==> config.mk <==
export PLATFORM = sky130hd
export DESIGN_NAME = dma_sequencer_flat
export DESIGN_NICKNAME = d
export VERILOG_FILES = /design/src/rtl/dma_pkg.sv /design/src/rtl/dma_sequencer_if.sv /design/src/rtl/dma_sequencer_csr.sv /design/src/rtl/dma_sequencer.sv /design/src/flat_wrapper.sv
export SDC_FILE = /design/constraint.sdc
export NUM_CORES = 1
export LEC_CHECK = 0
export ABC_AREA = 1
export ABC_CLOCK_PERIOD_IN_PS = 2500
export CORE_MARGIN = 8
export CORE_UTILIZATION = 55
export DETAILED_ROUTE_END_ITERATION = 8
export PLACE_DENSITY = 0.76
export SETUP_SLACK_MARGIN = 0.15
export SLEW_MARGIN = 20
export SYNTH_ARGS = -nofsm -noshare
export SYNTH_HDL_FRONTEND = slang
export SYNTH_SLANG_ARGS = --single-unit
==> constraint.sdc <==
create_clock -name clock -period 2.5 [get_ports clock]
set_input_delay 0.25 -clock clock [delete_from_list [all_inputs] [get_ports clock]]
set_output_delay 0.25 -clock clock [all_outputs]
set_load 0.1 [all_outputs]
==> src/rtl/dma_pkg.sv <==
// Shared types and constants for the descriptor-chain sequencer.
package dma_pkg;

    typedef enum logic [2:0] {
        ST_IDLE,
        ST_FETCH,
        ST_PROG,
        ST_WAIT_DONE,
        ST_ACK,
        ST_WAIT_CLR,
        ST_NEXT,
        ST_ENG_RST
    } state_t;

    // Sequencer CSR offsets
    localparam logic [3:0] CSR_CTRL  = 4'd0;
    localparam logic [3:0] CSR_CMD   = 4'd1;
    localparam logic [3:0] CSR_HEAD  = 4'd2;
    localparam logic [3:0] CSR_COUNT = 4'd3;
    localparam logic [3:0] CSR_CUR   = 4'd4;

    // dma_engine CSR offsets
    localparam logic [3:0] ENG_CTRL = 4'd0;
    localparam logic [3:0] ENG_CMD  = 4'd1;
    localparam logic [3:0] ENG_SRC  = 4'd2;
    localparam logic [3:0] ENG_DST  = 4'd3;
    localparam logic [3:0] ENG_CNT  = 4'd4;

    // dma_engine command values
    localparam logic [31:0] CMD_GO_IRQ  = 32'h3;
    localparam logic [31:0] CMD_IRQ_CLR = 32'h2;
    localparam logic [31:0] CMD_RST     = 32'h1;

    // Descriptor word indices and LAST flag position in the next word
    localparam logic [1:0] DW_SRC  = 2'd0;
    localparam logic [1:0] DW_DST  = 2'd1;
    localparam logic [1:0] DW_CNT  = 2'd2;
    localparam logic [1:0] DW_NEXT = 2'd3;
    localparam int         LAST_BIT = 0;

    typedef logic [3:0][31:0] desc_t;

    typedef struct packed {
        logic [3:0]  addr;
        logic [31:0] data;
    } eng_wr_t;

    // Engine programming sequence: src, dst, count, then go with irq enabled.
    function automatic eng_wr_t prog_step(input logic [1:0] idx, input desc_t d);
        eng_wr_t w;
        case (idx)
            2'd0:    begin w.addr = ENG_SRC;  w.data = d[DW_SRC]; end
            2'd1:    begin w.addr = ENG_DST;  w.data = d[DW_DST]; end
            2'd2:    begin w.addr = ENG_CNT;  w.data = {16'b0, d[DW_CNT][15:0]}; end
            default: begin w.addr = ENG_CTRL; w.data = CMD_GO_IRQ; end
        endcase
        return w;
    endfunction

endpackage

==> src/rtl/dma_sequencer_if.sv <==
// Bus bundle for the sequencer: CPU CSR slave, descriptor fetch master,
// engine CSR write master and the engine interrupt.
interface dma_sequencer_if;
    logic [3:0]  s_address;
    logic [31:0] s_writedata;
    logic [31:0] s_readdata;
    logic        s_read;
    logic        s_write;
    logic        s_waitrequest;
    logic        s_irq;

    logic [31:0] md_address;
    logic        md_read;
    logic [31:0] md_readdata;
    logic        md_waitrequest;

    logic [3:0]  mc_address;
    logic [31:0] mc_writedata;
    logic        mc_write;
    logic        mc_waitrequest;

    logic        dma_irq;

    // Sequencer side
    modport slave (
        input  s_address, s_writedata, s_read, s_write,
        output s_readdata, s_waitrequest, s_irq,
        output md_address, md_read,
        input  md_readdata, md_waitrequest,
        output mc_address, mc_writedata, mc_write,
        input  mc_waitrequest,
        input  dma_irq
    );

    // CPU / memory / engine side
    modport master (
        output s_address, s_writedata, s_read, s_write,
        input  s_readdata, s_waitrequest, s_irq,
        input  md_address, md_read,
        output md_readdata, md_waitrequest,
        input  mc_address, mc_writedata, mc_write,
        output mc_waitrequest,
        output dma_irq
    );
endinterface

==> src/rtl/dma_sequencer_csr.sv <==
// CPU-facing CSR block: decode, one-wait-state reads, irq state, START/ABORT pulses.
module dma_sequencer_csr
    import dma_pkg::*;
(
    input  logic        clock,
    input  logic        clock_areset_n,
    input  logic [3:0]  s_address,
    input  logic [31:0] s_writedata,
    input  logic        s_read,
    input  logic        s_write,
    output logic [31:0] s_readdata,
    output logic        s_waitrequest,
    output logic        s_irq,
    input  logic        busy,
    input  logic        chain_done,
    input  logic [31:0] done_count,
    input  logic [31:0] cur_addr,
    output logic [31:0] head,
    output logic        start,
    output logic        abort
);
    logic        rd_phase;
    logic        irq_en;
    logic        irq_pending;
    logic        wr_ctrl;
    logic        wr_cmd;
    logic [31:0] rd_mux;

    assign wr_ctrl       = s_write && (s_address == CSR_CTRL);
    assign wr_cmd        = s_write && (s_address == CSR_CMD);
    assign start         = wr_ctrl && s_writedata[0];
    assign abort         = wr_cmd && s_writedata[0];
    assign s_waitrequest = s_read && !rd_phase;
    assign s_irq         = irq_pending && irq_en;

    // Read data selection; command register and unmapped offsets read 0.
    always_comb begin
        rd_mux = '0;
        case (s_address)
            CSR_CTRL:  rd_mux = {29'b0, irq_pending, busy, irq_en};
            CSR_HEAD:  rd_mux = head;
            CSR_COUNT: rd_mux = done_count;
            CSR_CUR:   rd_mux = cur_addr;
            default:   rd_mux = '0;
        endcase
    end

    // Read handshake: stall the first cycle, present registered data on the second.
    always_ff @(posedge clock or negedge clock_areset_n) begin
        if (!clock_areset_n) begin
            rd_phase   <= 1'b0;
            s_readdata <= '0;
        end else if (s_read && !rd_phase) begin
            rd_phase   <= 1'b1;
            s_readdata <= rd_mux;
        end else begin
            rd_phase   <= 1'b0;
        end
    end

    // Writable state; a chain completion beats a simultaneous IRQ_CLEAR.
    always_ff @(posedge clock or negedge clock_areset_n) begin
        if (!clock_areset_n) begin
            irq_en      <= 1'b0;
            irq_pending <= 1'b0;
            head        <= '0;
        end else begin
            if (wr_ctrl)
                irq_en <= s_writedata[1];
            if (s_write && (s_address == CSR_HEAD))
                head <= {s_writedata[31:2], 2'b00};
            if (chain_done)
                irq_pending <= 1'b1;
            else if (wr_cmd && s_writedata[1])
                irq_pending <= 1'b0;
        end
    end

endmodule

==> src/rtl/dma_sequencer.sv <==
// Descriptor-chain sequencer: fetches linked descriptors and drives dma_engine.
module dma_sequencer
    import dma_pkg::*;
(
    input  logic           clock,
    input  logic           clock_areset_n,
    dma_sequencer_if.slave bus
);
    state_t      state, state_nxt;
    desc_t       desc;
    logic [1:0]  wcnt;
    logic [31:0] cur, head, done_count;
    logic        start, abort, abort_pend, abort_any;
    logic        md_acc, mc_acc, md_issue, mc_issue;
    logic        busy, chain_done, last;
    eng_wr_t     mc_req;
    logic        unused_bits;

    assign busy        = (state != ST_IDLE);
    assign md_acc      = bus.md_read && !bus.md_waitrequest;
    assign mc_acc      = bus.mc_write && !bus.mc_waitrequest;
    assign abort_any   = abort_pend || abort;
    assign last        = desc[DW_NEXT][LAST_BIT];
    assign chain_done  = (state == ST_NEXT) && last;
    assign unused_bits = ^{desc[DW_CNT][31:16], desc[DW_NEXT][1]};

    dma_sequencer_csr u_csr (
        .clock          (clock),
        .clock_areset_n (clock_areset_n),
        .s_address      (bus.s_address),
        .s_writedata    (bus.s_writedata),
        .s_read         (bus.s_read),
        .s_write        (bus.s_write),
        .s_readdata     (bus.s_readdata),
        .s_waitrequest  (bus.s_waitrequest),
        .s_irq          (bus.s_irq),
        .busy           (busy),
        .chain_done     (chain_done),
        .done_count     (done_count),
        .cur_addr       (cur),
        .head           (head),
        .start          (start),
        .abort          (abort)
    );

    // State register.
    always_ff @(posedge clock or negedge clock_areset_n) begin
        if (!clock_areset_n) state <= ST_IDLE;
        else                 state <= state_nxt;
    end

    // Next state and transfer issue; a new transfer only starts with the strobe low.
    always_comb begin
        state_nxt = state;
        md_issue  = 1'b0;
        mc_issue  = 1'b0;
        mc_req    = prog_step(wcnt, desc);
        case (state)
            ST_IDLE:
                if (start) state_nxt = ST_FETCH;
            ST_FETCH:
                if (md_acc && wcnt == 2'd3) begin
                    if (abort_any)                        state_nxt = ST_IDLE;
                    else if (desc[DW_CNT][15:0] == 16'd0) state_nxt = ST_NEXT;
                    else                                  state_nxt = ST_PROG;
                end else if (!bus.md_read) begin
                    if (abort_any) state_nxt = ST_IDLE;
                    else           md_issue  = 1'b1;
                end
            ST_PROG:
                if (mc_acc && wcnt == 2'd3) begin
                    state_nxt = abort_any ? ST_IDLE : ST_WAIT_DONE;
                end else if (!bus.mc_write) begin
                    if (abort_any) state_nxt = ST_IDLE;
                    else           mc_issue  = 1'b1;
                end
            ST_WAIT_DONE:
                if (abort_any)        state_nxt = ST_ENG_RST;
                else if (bus.dma_irq) state_nxt = ST_ACK;
            ST_ACK: begin
                mc_req = '{addr: ENG_CMD, data: CMD_IRQ_CLR};
                if (mc_acc) begin
                    state_nxt = abort_any ? ST_IDLE : ST_WAIT_CLR;
                end else if (!bus.mc_write) begin
                    if (abort_any) state_nxt = ST_IDLE;
                    else           mc_issue  = 1'b1;
                end
            end
            ST_WAIT_CLR:
                if (abort_any)         state_nxt = ST_ENG_RST;
                else if (!bus.dma_irq) state_nxt = ST_NEXT;
            ST_NEXT:
                if (last || abort_any) state_nxt = ST_IDLE;
                else                   state_nxt = ST_FETCH;
            ST_ENG_RST: begin
                mc_req = '{addr: ENG_CMD, data: CMD_RST};
                if (mc_acc)              state_nxt = ST_IDLE;
                else if (!bus.mc_write)  mc_issue  = 1'b1;
            end
            default: state_nxt = ST_IDLE;
        endcase
    end

    // Datapath: word counter, descriptor latch, registered masters, pointers.
    always_ff @(posedge clock or negedge clock_areset_n) begin
        if (!clock_areset_n) begin
            wcnt             <= '0;
            desc             <= '0;
            cur              <= '0;
            done_count       <= '0;
            abort_pend       <= 1'b0;
            bus.md_read      <= 1'b0;
            bus.md_address   <= '0;
            bus.mc_write     <= 1'b0;
            bus.mc_address   <= '0;
            bus.mc_writedata <= '0;
        end else begin
            if (state_nxt != state)      wcnt <= '0;
            else if (md_acc || mc_acc)   wcnt <= wcnt + 2'd1;

            if (md_acc) desc[wcnt] <= bus.md_readdata;

            if (md_issue) begin
                bus.md_read    <= 1'b1;
                bus.md_address <= cur + {28'b0, wcnt, 2'b00};
            end else if (md_acc) begin
                bus.md_read    <= 1'b0;
            end

            if (mc_issue) begin
                bus.mc_write     <= 1'b1;
                bus.mc_address   <= mc_req.addr;
                bus.mc_writedata <= mc_req.data;
            end else if (mc_acc) begin
                bus.mc_write     <= 1'b0;
            end

            if (state == ST_IDLE && start) begin
                cur        <= head;
                done_count <= '0;
            end else if (state == ST_NEXT) begin
                done_count <= done_count + 32'd1;
                if (state_nxt == ST_FETCH) cur <= {desc[DW_NEXT][31:2], 2'b00};
            end

            if (state_nxt == ST_IDLE)  abort_pend <= 1'b0;
            else if (abort && busy)    abort_pend <= 1'b1;
        end
    end

endmodule

==> src/flat_wrapper.sv <==
// flat-port wrapper written by rule: the top's interface ports become plain ports
module dma_sequencer_flat import dma_pkg::*;
  (clock, clock_areset_n, bus_s_address, bus_s_writedata, bus_s_read, bus_s_write, bus_s_readdata, bus_s_waitrequest, bus_s_irq, bus_md_address, bus_md_read, bus_md_readdata, bus_md_waitrequest, bus_mc_address, bus_mc_writedata, bus_mc_write, bus_mc_waitrequest, bus_dma_irq);
  dma_sequencer_if bus_i ();
  input  logic clock;
  input  logic clock_areset_n;
  input wire logic [$bits(bus_i.s_address)-1:0] bus_s_address;
  input wire logic [$bits(bus_i.s_writedata)-1:0] bus_s_writedata;
  input wire logic [$bits(bus_i.s_read)-1:0] bus_s_read;
  input wire logic [$bits(bus_i.s_write)-1:0] bus_s_write;
  output wire logic [$bits(bus_i.s_readdata)-1:0] bus_s_readdata;
  output wire logic [$bits(bus_i.s_waitrequest)-1:0] bus_s_waitrequest;
  output wire logic [$bits(bus_i.s_irq)-1:0] bus_s_irq;
  output wire logic [$bits(bus_i.md_address)-1:0] bus_md_address;
  output wire logic [$bits(bus_i.md_read)-1:0] bus_md_read;
  input wire logic [$bits(bus_i.md_readdata)-1:0] bus_md_readdata;
  input wire logic [$bits(bus_i.md_waitrequest)-1:0] bus_md_waitrequest;
  output wire logic [$bits(bus_i.mc_address)-1:0] bus_mc_address;
  output wire logic [$bits(bus_i.mc_writedata)-1:0] bus_mc_writedata;
  output wire logic [$bits(bus_i.mc_write)-1:0] bus_mc_write;
  input wire logic [$bits(bus_i.mc_waitrequest)-1:0] bus_mc_waitrequest;
  input wire logic [$bits(bus_i.dma_irq)-1:0] bus_dma_irq;
  assign bus_i.s_address = bus_s_address;
  assign bus_i.s_writedata = bus_s_writedata;
  assign bus_i.s_read = bus_s_read;
  assign bus_i.s_write = bus_s_write;
  assign bus_s_readdata = bus_i.s_readdata;
  assign bus_s_waitrequest = bus_i.s_waitrequest;
  assign bus_s_irq = bus_i.s_irq;
  assign bus_md_address = bus_i.md_address;
  assign bus_md_read = bus_i.md_read;
  assign bus_i.md_readdata = bus_md_readdata;
  assign bus_i.md_waitrequest = bus_md_waitrequest;
  assign bus_mc_address = bus_i.mc_address;
  assign bus_mc_writedata = bus_i.mc_writedata;
  assign bus_mc_write = bus_i.mc_write;
  assign bus_i.mc_waitrequest = bus_mc_waitrequest;
  assign bus_i.dma_irq = bus_dma_irq;
  dma_sequencer u_core (.clock(clock), .clock_areset_n(clock_areset_n), .bus(bus_i));
endmodule
== Word level (Yosys, flattened, before mapping) ==
Cells that the tools add are included.
Storage, ports and cells
  output and inout port bits: 104
  input port bits: 75
  register bits after elaboration: 333
  logic and storage cells: 126
Operators by class
  add/subtract/negate cells: 3
  order comparisons: 2
  reductions and logical operators: 36
  multiplexer cells: 50
  eq/ne operators: 16
Operators with widths (number)
  $mux W32: 6
  $bwmux W128: 1
  $pmux W32 S4: 1
  $pmux W35 S3: 1
  $pmux W35 S2: 1
  $demux W32 S2: 1
  $mux W3: 15
  $add A32 B1 Y32 const B: 1
  $add A32 B4 Y32: 1
  $pmux W3 S8: 1
  $mux W1: 19
  $logic_and A1 B1 Y1: 16
  $logic_not A16 Y1: 1
  $reduce_bool A2 Y1: 7
  $eq A3 B3 Y1 const B: 4
  $eq A4 B2 Y1 const B: 2
  $eq A3 B1 Y1 const B: 2
  $eq A3 B2 Y1 const B: 2
  $logic_not A3 Y1: 2
  $mux W2: 3
  $eq A2 B2 Y1 const B: 2
  $eq A4 B1 Y1 const B: 1
  $eq A4 B3 Y1 const B: 1
  $logic_not A4 Y1: 1
  other kinds (11): 15

== Depth between registers and ports, before layout ==
  depth in word-level cells: 12
  mapped depth: 14
  mapped depth without buffers: 14

== Hierarchy ==
Synthesis repeated with hierarchy kept, for this count alone.
Unflattened totals
  cell total of the unflattened synthesis: 1899
  area, all modules: 15115.7 um^2
By module, submodules not included
  dma_sequencer: cells each 1459, times used 1, area each 11852.6 um^2
  dma_sequencer_csr: cells each 440, times used 1, area each 3263.1 um^2

== Worst setup path before layout ==
OpenSTA, ideal clock, no wires.
  path kind: register to register
  from: register u_core.u_csr.rd_phase
  to: register u_core.u_csr.s_readdata[10]
  required time: 2365 ps
  arrival time: 2682 ps
  cell stages (with the launch flop): 6
  slack: -317 ps
  clock period less this slack: 2817 ps
  buffers on the path: 1
  path through: dfrtp_1 > nor2_1 > clkinv_1 > clkbuf_1 > nand2_1 > o21ai_0
Between the ends
  word-level cells in the longest chain between the ends: 2
Ends and longest elaborated chain
  start: declaration: RTL line dma_sequencer_csr.sv:22  | logic rd_phase;
  start signal: assignment: RTL line dma_sequencer_csr.sv:51  | rd_phase <= 1'b0;
  start signal: assignment: RTL line dma_sequencer_csr.sv:54  | rd_phase <= 1'b1;
  start signal: assignment: RTL line dma_sequencer_csr.sv:57  | rd_phase <= 1'b0;
  $logic_not A1 Y1
  $logic_and A1 B1 Y1
  via bus_s_waitrequest: RTL line flat_wrapper.sv:12  | output wire logic [$bits(bus_i.s_waitrequest)-1:0] bus_s_waitrequest;
  end signal: assignment: RTL line dma_sequencer_csr.sv:55  | s_readdata <= rd_mux;
  end: declaration: RTL line dma_sequencer_csr.sv:11  | output logic [31:0] s_readdata,
The timed path passes the listed nets, and every way through them passes these cells.
A chain may end at the register's enable or synchronous reset.

== Final worst setup path ==
  from: register u_core.wcnt[1]
  to: register u_core.bus.md_address[21]
Between the ends
  word-level cells in the longest chain between the ends: 4
  elaborated cells on any way between the ends: 5
Ends and longest elaborated chain
  start: declaration: RTL line dma_sequencer.sv:11  | logic [1:0] wcnt;
  start signal: assignment: RTL line dma_sequencer.sv:119  | else if (md_acc || mc_acc) wcnt <= wcnt + 2'd1;
  branches (longest 4 deep; another with $add A32 B4 Y32)
  end signal: assignment: RTL line dma_sequencer.sv:125  | bus.md_address <= cur + {28'b0, wcnt, 2'b00};
  end: declaration: RTL line dma_sequencer_if.sv:28  | output md_address, md_read,
Several ways; the timed one is not identified.

==> reports/metrics.cfg <==
[synthesis]
synth.cell_area_sq_um=14660
yosysWarnings=0
ys_types=50
syn_inst=1789
synth_top_cell_area_share_pct=53.09
synth_seq_area_share_pct=53.09
synthArstFlopShare_pct=100.0
synth_ff_type=dfrtp_1
synth-edff-count=0
yosysTopAreaCell=dfrtp_1
ys_ff_latch=311
avgSynthCellArea_sq_um=8.195
synth_area_leaders=dfrtp_1 53%, nand2_1 13%, o21ai_0 6.9%, inv_1 3.9%, nor2_1 3.1%

[critical_path]
required_ns=2.95
cp-end-kind=register
worstSetupPathType=register to register
cp.arrival_ns=2.67
worstPathMaxFanout=5
worstSetupStartpointType=register

[clock_tree]
ctsHtreeMaxLevel=2
clk_pin_slew_worst_paths_ns=0.06
cts_root_buf=clkbuf_16
cts_tree=built
cts_max_path_buffers=3
clock_latency_ns=0.51
cts_buffers=34
clock_sinks=311

[layout]
final_nets=2045
fillers=2215
fin_area_sq_um=17910
drive_gt1_share_pct=12.82
instances_no_fill=2316
synthToLayoutAreaGrowth_pct=22.16
antenna_cells=0

[die]
fp-row-count=59
dieArea_sq_um=32140
core_area_sq_um=26130
dieWidth_um=179.3
start_util_pct=56.10
die_h_um=179.3
io_pins=179

[sta]
hold_violations=0
period_needed_ns=2.216
setup_viol=0
finClkSkew_ns=0.01130
setup_tns_ns=0
worstMarginPinSlew_ns=0.7946
min_period_over_period_pct=88.65
drv_slew=0
max_freq_mhz=451.2
slew_headroom_pct=47.03
rsz0062_at_grt=true

[power]
comb_power_share_pct=44.0
p_clk_share_pct=21.9
leakage_nw=8.947
worst_ir_drop_vdd_v=0.001089
p_switching_w=0.01084
p_int_w=0.01256
p_seq_share_pct=34.1
power_w=0.02339
switching_share_pct=46.32
powerDensity_nw_per_um2=1306

[placement]
placed_area_sq_um=16700
io_buffers=175
place_hpwl_um=32090
dp.cells=2256
gp_congestion=0.9444

[worst_hold_path]
hold_class=input port to register

[global_route]
grt_max_degree=73
antenna_found_initial=1
gr-total-overflow=0
grtUsageTotal_pct=27.49
grt_pass1_vias=12560
grt_pass1_wl_um=69190

[detailed_routing]
drtPass1Iterations=5
drt-total-wl_um=43710
num_vias=12900
wl_per_cell_um=18.87
ant_nets=0
post_drt_via_cell_ratio=5.571
drt_iter0_markers=1139
route.detailed.drc=0

[job]
cap_violations=0

[status]
status=finished, final reports clean

==> cell families (layout without fill, tap and decap cells) <==
family                   count (synthesis)  count (layout)  share of synthesized area (%)
AO/OA/AOI/OAI                          383             383                          14.25
XOR/XNOR                                25              25                          1.494
adder cells (fa/ha/maj)                 11              11                         0.9900
buffers and inverters                  259             449                          7.144
flip-flops                             311             311                          53.09
other                                    1               3                        0.02558
AND/OR/NAND/NOR                        799             799                          23.01
==> layout make-up <==
type	count	area [sq um]	area share, %
tap	335	419.2	2.340
multi-input combinational	1221	5912	33.01
clock buffer	52	1072	5.987
clock inverter	6	80.08	0.4471
sequential	311	7784	43.46
timing repair buffer	221	2002	11.18
inverter	170	640.6	3.577
==> power by group through the flow <==
stage | combinational [W] | sequential [W] | clock [W]
3_5_place_dp | 0.0102 | 0.00800 | 0
3_3_place_gp | 0.0101 | 0.00795 | 0
2_1_floorplan | 0.00397 | 0.0113 | 0
4_1_cts | 0.0103 | 0.00794 | 0.00520
6_report | 0.0103 | 0.00798 | 0.00513
5_1_grt | 0.0111 | 0.00816 | 0.00538
==> per-layer routing <==
metal / vias to the layer above / GRT usage (%) / routed length, um
met5: - / 0 / 13
li1: 6176 / - / -
met3: 99 / 4.739 / 3347
met1: 6105 / 38.04 / 18940
met2: 521 / 43.07 / 19870
met4: 2 / 10.10 / 1541
==> through the flow <==
stage	hold WS [ns]	worst slack [ns]	utilization [%]
3_3_place_gp	0.2630	0.1457	63.89
2_1_floorplan	-0.04559	0.3051	-
3_5_place_dp	0.2642	0.06681	63.89
4_1_cts	0.2929	0.1553	68.36
5_1_grt	0.3172	0.08942	68.53
6_report	0.2998	0.2838	68.53
==> critical path, stage by stage, from the launching register on <==
cell	delay, ns
dfrtp_1	0.37
buf_4	0.16
ha_1	0.28
nand2_1	0.09
nand2_2	0.10
nand2_2	0.10
nor2_4	0.12
nand2_2	0.10
nor3_4	0.21
nand2_2	0.08
inv_2	0.07
nand2_1	0.08
nor2_2	0.11
xor2_1	0.16
nand2_1	0.07
nand2_1	0.07
==> cells in the final DEF (no fill, tap or decap), types with 6 or more instances in the layout <==
master | synthesis | final
clkbuf_1 | 60 | 6
buf_12 | 0 | 12
nor2_2 | 4 | 8
nand2_2 | 2 | 7
inv_2 | 13 | 13
buf_4 | 6 | 134
nand3_1 | 80 | 79
xor2_1 | 25 | 25
a221oi_1 | 11 | 11
clkinv_2 | 2 | 6
clkbuf_16 | 0 | 37
o22ai_1 | 12 | 12
a22o_1 | 18 | 18
nor3_1 | 26 | 24
ha_1 | 10 | 10
nor4_1 | 7 | 7
clkbuf_8 | 0 | 9
nand2_1 | 513 | 508
dfrtp_1 | 311 | 310
inv_1 | 153 | 153
nor2_1 | 121 | 116
o21ai_1 | 50 | 50
a21oi_1 | 74 | 74
nor3_2 | 6 | 6
nand4_1 | 24 | 24
o21ai_0 | 202 | 202
clkdlybuf4s50_1 | 0 | 73
==> worst paths after layout <==
path	start	end	slack [ns]	depth (start not counted)
setup / recovery	u_core.wcnt[1]	u_core.bus.md_address[21]	0.28	15
hold / removal	bus_s_read	u_core.u_csr.rd_phase	0.30	3
setup reg to reg	u_core.wcnt[1]	u_core.bus.md_address[21]	0.28	15
hold reg to reg	u_core.u_csr.rd_phase	u_core.u_csr.rd_phase	0.44	1
max in group asynchronous	clock_areset_n	u_core.u_csr.irq_en	1.37	3
min in group asynchronous	clock_areset_n	u_core.bus.md_address[7]	0.31	2
==> cell usage after synthesis (2+ instances only) <==
cell type  number
o21ai_1        50
nor3_1         26
buf_2          16
a211oi_1        3
clkinv_1        2
nor2_1        121
nand2_1       513
nand3b_1        2
buf_6           4
nand4_1        24
nand2_2         2
nor3_2          6
nand3_2         2
inv_2          13
a31oi_1         2
nor3_4          2
nor3b_1         2
clkinv_2        2
a21oi_1        74
nor2_2          4
dfrtp_1       311
nor4_1          7
a21o_1          4
nor2_4          2
buf_1           3
nand3_1        80
a221oi_1       11
xor2_1         25
o21ai_0       202
ha_1           10
buf_4           6
clkbuf_1       60
inv_1         153
a22o_1         18
o22ai_1        12
==> state kept, by name, indices dropped and copies added (netlist names) <==
signal                    cells
u_core.bus.md_address        30
u_core.u_csr.s_readdata      32
u_core.bus.mc_address         3
u_core.state                  3
u_core.abort_pend             1
u_core.u_csr.rd_phase         1
u_core.done_count            32
u_core.desc                 111
u_core.bus.md_read            1
u_core.wcnt                   2
u_core.u_csr.head            30
u_core.bus.mc_write           1
u_core.u_csr.irq_pending      1
u_core.u_csr.irq_en           1
u_core.bus.mc_writedata      32
u_core.cur                   30
==> what timing repair did <==
item                                   CTS  global route
endpoints found under the hold margin   65             0
gates cloned                             0             0
pin swaps                                0             1
setup buffers                            0             1
hold buffers                             1             0
setup endpoints to repair                2            11
resized for setup                        1            12
Power figures use the tool's default switching activity.
